File: config.mk
export PLATFORM = sky130hd
export DESIGN_NAME = dbus_bridge
export DESIGN_NICKNAME = d
export VERILOG_FILES = /design/src/rtl/dbus_bridge.sv
export SDC_FILE = /design/constraint.sdc
export NUM_CORES = 1
export LEC_CHECK = 0
export BUFFER_PORTS_ARGS = -buffer_cell sky130_fd_sc_hd__buf_2
export CORE_AREA = 2 2 176 161
export CTS_CLUSTER_SIZE = 25
export DETAILED_ROUTE_END_ITERATION = 8
export DIE_AREA = 0 0 178 163
export GPL_TIMING_DRIVEN = 0
export PLACE_DENSITY_LB_ADDON = 0.08
export SETUP_SLACK_MARGIN = 0.05
export SYNTH_ARGS = -nofsm -noshare
export SYNTH_HDL_FRONTEND = slang
export SYNTH_SLANG_ARGS = --single-unit
File: constraint.sdc
create_clock -name clk -period 6.4 [get_ports clk]
set_clock_uncertainty 0.05 [all_clocks]
set_input_delay 0.32 -clock clk [delete_from_list [all_inputs] [get_ports clk]]
set_output_delay 0.32 -clock clk [all_outputs]
set_load 0.02 [all_outputs]
File: src/rtl/dbus_bridge.sv
// Data-bus responder for the CPU MEM stage: decodes each word access between
// external DRAM and a page of memory-mapped peripherals (SEG, LED, SW, CYC).
module dbus_bridge #(
    parameter int SCAN_DIV = 20000,
    parameter int DRAM_AW  = 16
) (
    input  logic               clk,
    input  logic               rst,
    input  logic [31:0]        addr_i,
    input  logic [31:0]        wdata_i,
    input  logic               we_i,
    output logic [31:0]        rdata_o,
    output logic [DRAM_AW-1:0] dram_addr_o,
    output logic [31:0]        dram_wdata_o,
    output logic               dram_we_o,
    input  logic [31:0]        dram_rdata_i,
    input  logic [23:0]        sw_i,
    output logic [23:0]        led_o,
    output logic [7:0]         seg_en_o,
    output logic [7:0]         seg_o
);

    // Bus protocol: no handshake. Every cycle is a transaction; reads are
    // answered combinationally, writes commit on the rising edge where we_i=1.
    localparam int DIV_W = (SCAN_DIV > 2) ? $clog2(SCAN_DIV) : 1;
    localparam logic [DIV_W-1:0] DIV_LAST = DIV_W'(SCAN_DIV - 1);

    localparam logic [9:0] OFF_SEG = 10'h000;
    localparam logic [9:0] OFF_LED = 10'h018;
    localparam logic [9:0] OFF_SW  = 10'h01C;
    localparam logic [9:0] OFF_CYC = 10'h020;

    logic             page_sel;
    logic [9:0]       offset;
    logic             seg_we;
    logic             led_we;
    logic             cyc_we;
    logic [31:0]      seg_q;
    logic [23:0]      led_q;
    logic [23:0]      sw_s1;
    logic [23:0]      sw_s2;
    logic [31:0]      cyc_q;
    logic [DIV_W-1:0] div_q;
    logic [2:0]       idx_q;
    logic [3:0]       digit;
    logic             unused_bits;

    assign unused_bits = ^addr_i[1:0];

    assign page_sel = (addr_i[31:12] == 20'hFFFFF);
    assign offset   = addr_i[11:2];
    assign seg_we   = we_i && page_sel && (offset == OFF_SEG);
    assign led_we   = we_i && page_sel && (offset == OFF_LED);
    assign cyc_we   = we_i && page_sel && (offset == OFF_CYC);

    assign dram_addr_o  = addr_i[DRAM_AW+1:2];
    assign dram_wdata_o = wdata_i;
    assign dram_we_o    = we_i && !page_sel;

    always_ff @(posedge clk) begin
        if (rst) begin
            seg_q <= '0;
            led_q <= '0;
            sw_s1 <= '0;
            sw_s2 <= '0;
            cyc_q <= '0;
            div_q <= '0;
            idx_q <= '0;
        end else begin
            if (seg_we) seg_q <= wdata_i;
            if (led_we) led_q <= wdata_i[23:0];
            sw_s1 <= sw_i;
            sw_s2 <= sw_s1;
            // A clearing write beats the increment in the same cycle.
            cyc_q <= cyc_we ? 32'd0 : cyc_q + 32'd1;
            if (div_q == DIV_LAST) begin
                div_q <= '0;
                idx_q <= idx_q + 3'd1;
            end else begin
                div_q <= div_q + DIV_W'(1);
            end
        end
    end

    always_comb begin
        rdata_o = 32'h0;
        if (!page_sel) begin
            rdata_o = dram_rdata_i;
        end else begin
            case (offset)
                OFF_SEG: rdata_o = seg_q;
                OFF_LED: rdata_o = {8'h0, led_q};
                OFF_SW:  rdata_o = {8'h0, sw_s2};
                OFF_CYC: rdata_o = cyc_q;
                default: rdata_o = 32'h0;
            endcase
        end
    end

    assign led_o    = led_q;
    assign digit    = seg_q[{idx_q, 2'b00} +: 4];
    assign seg_en_o = ~(8'b1 << idx_q);

    // Active-low segments, dp held dark.
    always_comb begin
        seg_o = 8'hFF;
        case (digit)
            4'h0: seg_o = 8'hC0;
            4'h1: seg_o = 8'hF9;
            4'h2: seg_o = 8'hA4;
            4'h3: seg_o = 8'hB0;
            4'h4: seg_o = 8'h99;
            4'h5: seg_o = 8'h92;
            4'h6: seg_o = 8'h82;
            4'h7: seg_o = 8'hF8;
            4'h8: seg_o = 8'h80;
            4'h9: seg_o = 8'h90;
            4'hA: seg_o = 8'h88;
            4'hB: seg_o = 8'h83;
            4'hC: seg_o = 8'hC6;
            4'hD: seg_o = 8'hA1;
            4'hE: seg_o = 8'h86;
            4'hF: seg_o = 8'h8E;
            default: seg_o = 8'hFF;
        endcase
    end

endmodule

== Word-level counts from Yosys, hierarchy flattened ==
Memories as Yosys holds them, arrays and structs flattened.
Cells that the tools add are included.

* Word-level logic and storage cells: 30
* Output and inout bits: 121
* Memories kept: 1
* Bits in registers: 154
* Bits in read-only memories: 112
* Bits of input ports: 123

* Bitwise gates (word level): 1
* Shifts and indexed selects: 2
* Equal/unequal tests: 5
* Reduce and logical (&&, ||, !) cells: 9
* Muxes and demuxes: 2
* Add/sub/neg operators: 3

{| class="wikitable"
|+ Memory list
! name !! depth !! bits a word !! read ports !! clocked after Yosys merged registers in !! wr ports !! line !! RTL
|-
| (no name shown) || 16 || 7 || 1 || 0 || 0 || 107 || <nowiki>case (digit)</nowiki>
|}

{| class="wikitable"
|+ Operator list
! cell !! number
|-
| $pmux W32 S4 || 1
|-
| $add A32 B1 Y32 const B || 1
|-
| $mux W32 || 1
|-
| $shiftx A32 B6 Y4 || 1
|-
| $eq A10 B5 Y1 const B || 2
|-
| $eq A20 B20 Y1 const B || 1
|-
| $add A15 B1 Y15 const B || 1
|-
| $eq A15 B15 Y1 const B || 1
|-
| $eq A10 B6 Y1 const B || 1
|-
| $logic_not A10 Y1 || 1
|-
| $not A8 Y8 || 1
|-
| $shl A1 B3 Y8 const A || 1
|-
| $logic_and A1 B1 Y1 || 5
|-
| $reduce_or A2 Y1 || 2
|-
| $add A3 B1 Y3 const B || 1
|-
| $logic_not A1 Y1 || 1
|}

== Logic depth before layout (Yosys ltp) ==
* Depth after elaboration: 4
* Depth in mapped cells: 9
* Gate-level depth less buffers: 7

== Worst setup path after synthesis ==
Ideal clock, no wire load.

* Kind: register to output
* Start: register idx_q[0]
* End: output port seg_o[3]
* Cell stages (with the launch flop): 10
* Setup slack: 3.684 ns
* Required time: 6.030 ns
* Data arrival time: 2.346 ns
* Buffers on the path: 2
* Cell sequence: dfxtp_1 buf_2 buf_4 mux2i_1 mux4_2 inv_1 ha_1 inv_1 mux2_2 mux2i_1

* Cells in the longest elaborated chain, start to end: 2

{| class="wikitable"
|+ Ends and longest elaborated chain
! element !! line !! RTL
|-
| from (decl) || 44 || <nowiki>logic [2:0] idx_q;</nowiki>
|-
| from (signal assigned) || 78 || <nowiki>idx_q <= idx_q + 3'd1;</nowiki>
|-
| $shiftx A32 B6 Y4 || 101 || <nowiki>assign digit = seg_q[{idx_q, 2'b00} +: 4];</nowiki>
|-
| $mem_v2 Z16 W7 || -- ||
|-
| to (decl) || 20 || <nowiki>output logic [7:0] seg_o</nowiki>
|}

No other way between the ends.

== Worst setup path in the final report ==
* Start: register idx_q[0]
* End: output port seg_o[6]

Same word-level chain as after synthesis.

==> flow_metrics.env <==
export IMPL_diodes=0
export IMPL_pin_count=244
export IMPL_num_nets_final=1241
export IMPL_wirelength_um=26080
export IMPL_synthMuxAreaShare=0.1516
export IMPL_post_cts_buffers=0
export IMPL_busiest_layer="met2"
export IMPL_fmax_mhz=284.5
export IMPL_synth_seq_cells=154
export IMPL_critPathRequiredTime_ps=6030
export IMPL_grt_pass1_vias=6703
export IMPL_cap_violations=0
export IMPL_critPathArrivalTime_ps=3150
export IMPL_cts_resized_gates=0
export IMPL_drt_first_pass_iters=5
export IMPL_grt_met3_usage=0.03525
export IMPL_worst_setup_path_start_kind="flop"
export IMPL_overflow=0
export IMPL_use_met1=0.2577
export IMPL_tightest_slew_ps=1027
export IMPL_maxSlewHeadroom=0.3090
export IMPL_rsz0062_at_grt="false"
export IMPL_yosys_area_top_type="dfxtp_1"
export IMPL_grt_max_degree=18
export IMPL_path_cells="buf_2 -> buf_4 -> mux2i_1 -> mux4_2 -> inv_1 -> ha_1 -> mux2_2 -> a22o_1 -> buf_2"
export IMPL_drt_wirelength_per_cell_um=17.66
export IMPL_worstSetupPathType="flop to primary output"
export IMPL_core_area_mm2=0.02736
export IMPL_end_kind="primary output"
export IMPL_synth_top_area_frac=0.3815
export IMPL_postRouteAntennaNets=0
export IMPL_finalSetupTns_ps=0
export IMPL_fin_worst_hold_slack_ps=42.42
export IMPL_synth_adder_area_share=0.02168
export IMPL_grt_use_met2=0.2784
export IMPL_synth_top_family_by_area="simple AND/OR/NAND/NOR gates"
export IMPL_die_y_um=163
export IMPL_cts_htree_levels=4
export IMPL_place_gp_congestion=0.7891
export IMPL_io_buffers=238
export IMPL_crit_fanout=10
export IMPL_placed_area_mm2=0.009722
export IMPL_min_path_type="primary input to flop"
export IMPL_post_drt_via_cell_ratio=4.678
export IMPL_synth_avg_cell_area_um2=9.540
export IMPL_antenna_found_initial=0
export IMPL_cts_hold_buf=0
export IMPL_hold_viol_final=0
export IMPL_setup_viol=0
export IMPL_placedCellCount=1445
export IMPL_synth_edf_count=0
export IMPL_clkTransAtPathRegs_ps=70
export IMPL_fp_row_count=58
export IMPL_critPathBufInv=4
export IMPL_synthXorXnorAreaFrac=0.02601
export IMPL_numCtsBuffers=17
export IMPL_cpMostUsedCell="buf_2"
export IMPL_finalCritPeriodShare=0.5493
export IMPL_cts_max_path_buffers=2
export IMPL_cts_tree="built"
export IMPL_clock_sink_count=154
export IMPL_clock_latency_ps=430
export IMPL_max_vdd_ir_drop_mv=0.1637
export IMPL_grt_util_all_layers=0.1816
export IMPL_grt_pass1_wl_um=39700
export IMPL_hpwlAfterDp_um=20380
export IMPL_netlist_instances=847
export IMPL_synth_area_top_cells="dfxtp_1, mux2i_1, nand2b_1, buf_4, nor2b_1"
export IMPL_die_x_um=178
export IMPL_dieArea_mm2=0.02901
export IMPL_finalMaxSlewViolations=0
export IMPL_yosys_cell_types_count=43
export IMPL_drive_gt1_frac=0.3160
export IMPL_total_power_w=0.002232
export IMPL_synth_async_reset_ratio=0
export IMPL_layout_cells_non_filler=1477
export IMPL_cts_root_buf="clkbuf_16"
export IMPL_final_area_mm2=0.01032
export IMPL_vias=6909
export IMPL_syn_area_mm2=0.008080
export IMPL_drt_first_iter_violations=409
export IMPL_powerDensity_mw_per_mm2=216.3
export IMPL_start_util=0.2953
export IMPL_synth_compound_area_share=0.1048
export IMPL_syn_nets=984
export IMPL_slowest_stage="mux4_2"
export IMPL_rrSetupSlack_ps=3910
export IMPL_total_leakage_power_nw=4.209
export IMPL_synthSimpleGateAreaFrac=0.2236
export IMPL_period_needed_ps=3515
export IMPL_drcViolationCount=0
export IMPL_area_growth_pct=27.70
export IMPL_status="finished clean"
export IMPL_yosysSeqAreaShare=0.3815
export IMPL_cpPeakStageDelay_ps=400
export IMPL_crit_family="multiplexers"
export IMPL_synthFlopType="dfxtp_1"
export IMPL_yosysWarnings=0
[routing by layer]
metal | vias to the layer above | wire length, um
met5 | - | 0
met4 | 0 | 422
li1 | 3480 | -
met3 | 17 | 1370
met2 | 190 | 11550
met1 | 3222 | 12740
[power breakdown]
group          switching [W]  internal, W
combinational       0.000115    0.0000999
sequential        0.00000680     0.000975
clock               0.000476     0.000560
[worst register-to-register path, cell delays in order (launching register included)]
cell      delay [ps]
dfxtp_1          440
and4_1           230
clkbuf_1         220
nand4_1          530
clkbuf_1         460
o31ai_1          330
a211oi_1         100
[per-stage QoR]
stage                 util  setup WS [ps]
detailed placement  0.3553           2764
finish              0.3772           2885
CTS                 0.3772           2751
global route        0.3772           2617
global placement    0.3553           2796
floorplan                -           3684
[cell usage after synthesis (3+ instances only)]
cell,count
nand2_1,22
inv_1,15
mux2i_1,101
buf_12,3
clkbuf_1,42
mux2_2,11
a211oi_1,23
o21ai_0,8
buf_2,7
and4_1,10
and3_1,3
o2bb2ai_1,25
o31ai_1,14
mux4_2,4
and2_1,4
a22o_1,10
xor2_1,10
nor2b_1,49
nand3_1,14
dfxtp_1,154
buf_1,3
nand4_1,18
nand2b_1,89
or3_1,10
ha_1,14
nor2_1,44
buf_4,53
nor3b_1,4
a221oi_1,24
nor4_1,6
or4_1,14
nor3_1,15
xnor2_1,14
[worst paths after layout]
kind | startpoint | end | cells after the start
worst max-delay path | idx_q[0]$_SDFFE_PP0P_ | seg_o[6] | 9
worst min-delay path | sw_i[5] | sw_s1[5]$_SDFF_PP0_ | 2
worst max register to register | cyc_q[3]$_SDFF_PP0_ | cyc_q[28]$_SDFF_PP0_ | 6
worst min register to register | sw_s1[15]$_SDFF_PP0_ | sw_s2[15]$_SDFF_PP0_ | 1
[area by class of cell]
type / count / area, um^2
clock buffer: 17 / 425.4
multi-input combinational: 569 / 4268
inverter: 15 / 56.30
tap: 360 / 450.4
sequential: 154 / 3083
timing repair buffer: 238 / 1191
fill: 2822 / 17040
clock inverter: 15 / 171.4
buffer: 109 / 673.1
[placed cells by master (no fill, tap or decap), drive strengths merged, types with 5 or more instances in the layout]
cell type,count
o31ai,14
nor2,44
clkbuf,59
mux2,11
a221oi,24
ha,14
o2bb2ai,25
nor4,7
nor3,15
or3,10
a211oi,23
and4,10
a22o,10
inv,25
nand4,18
xnor2,14
dfxtp,154
mux2i,101
o21ai,8
xor2,10
nand2b,89
buf,305
nand3,14
or4,14
nor3b,5
nor2b,49
nand2,22
[sequential cells by signal, summed over array words and instances, names as in the netlist]
name	count
div_q	15
sw_s2	24
led_o	24
cyc_q	32
idx_q	3
seg_q	32
sw_s1	24
[cell families after synthesis]
kind of cell,count (synthesis)
buffers and inverters,124
adder cells (fa/ha/maj),14
other,1
AND/OR/NAND/NOR,308
multiplexers,116
XOR/XNOR,24
AO/OA/AOI/OAI,106
flip-flops,154
No activity file was read; power rests on OpenSTA's default activity.
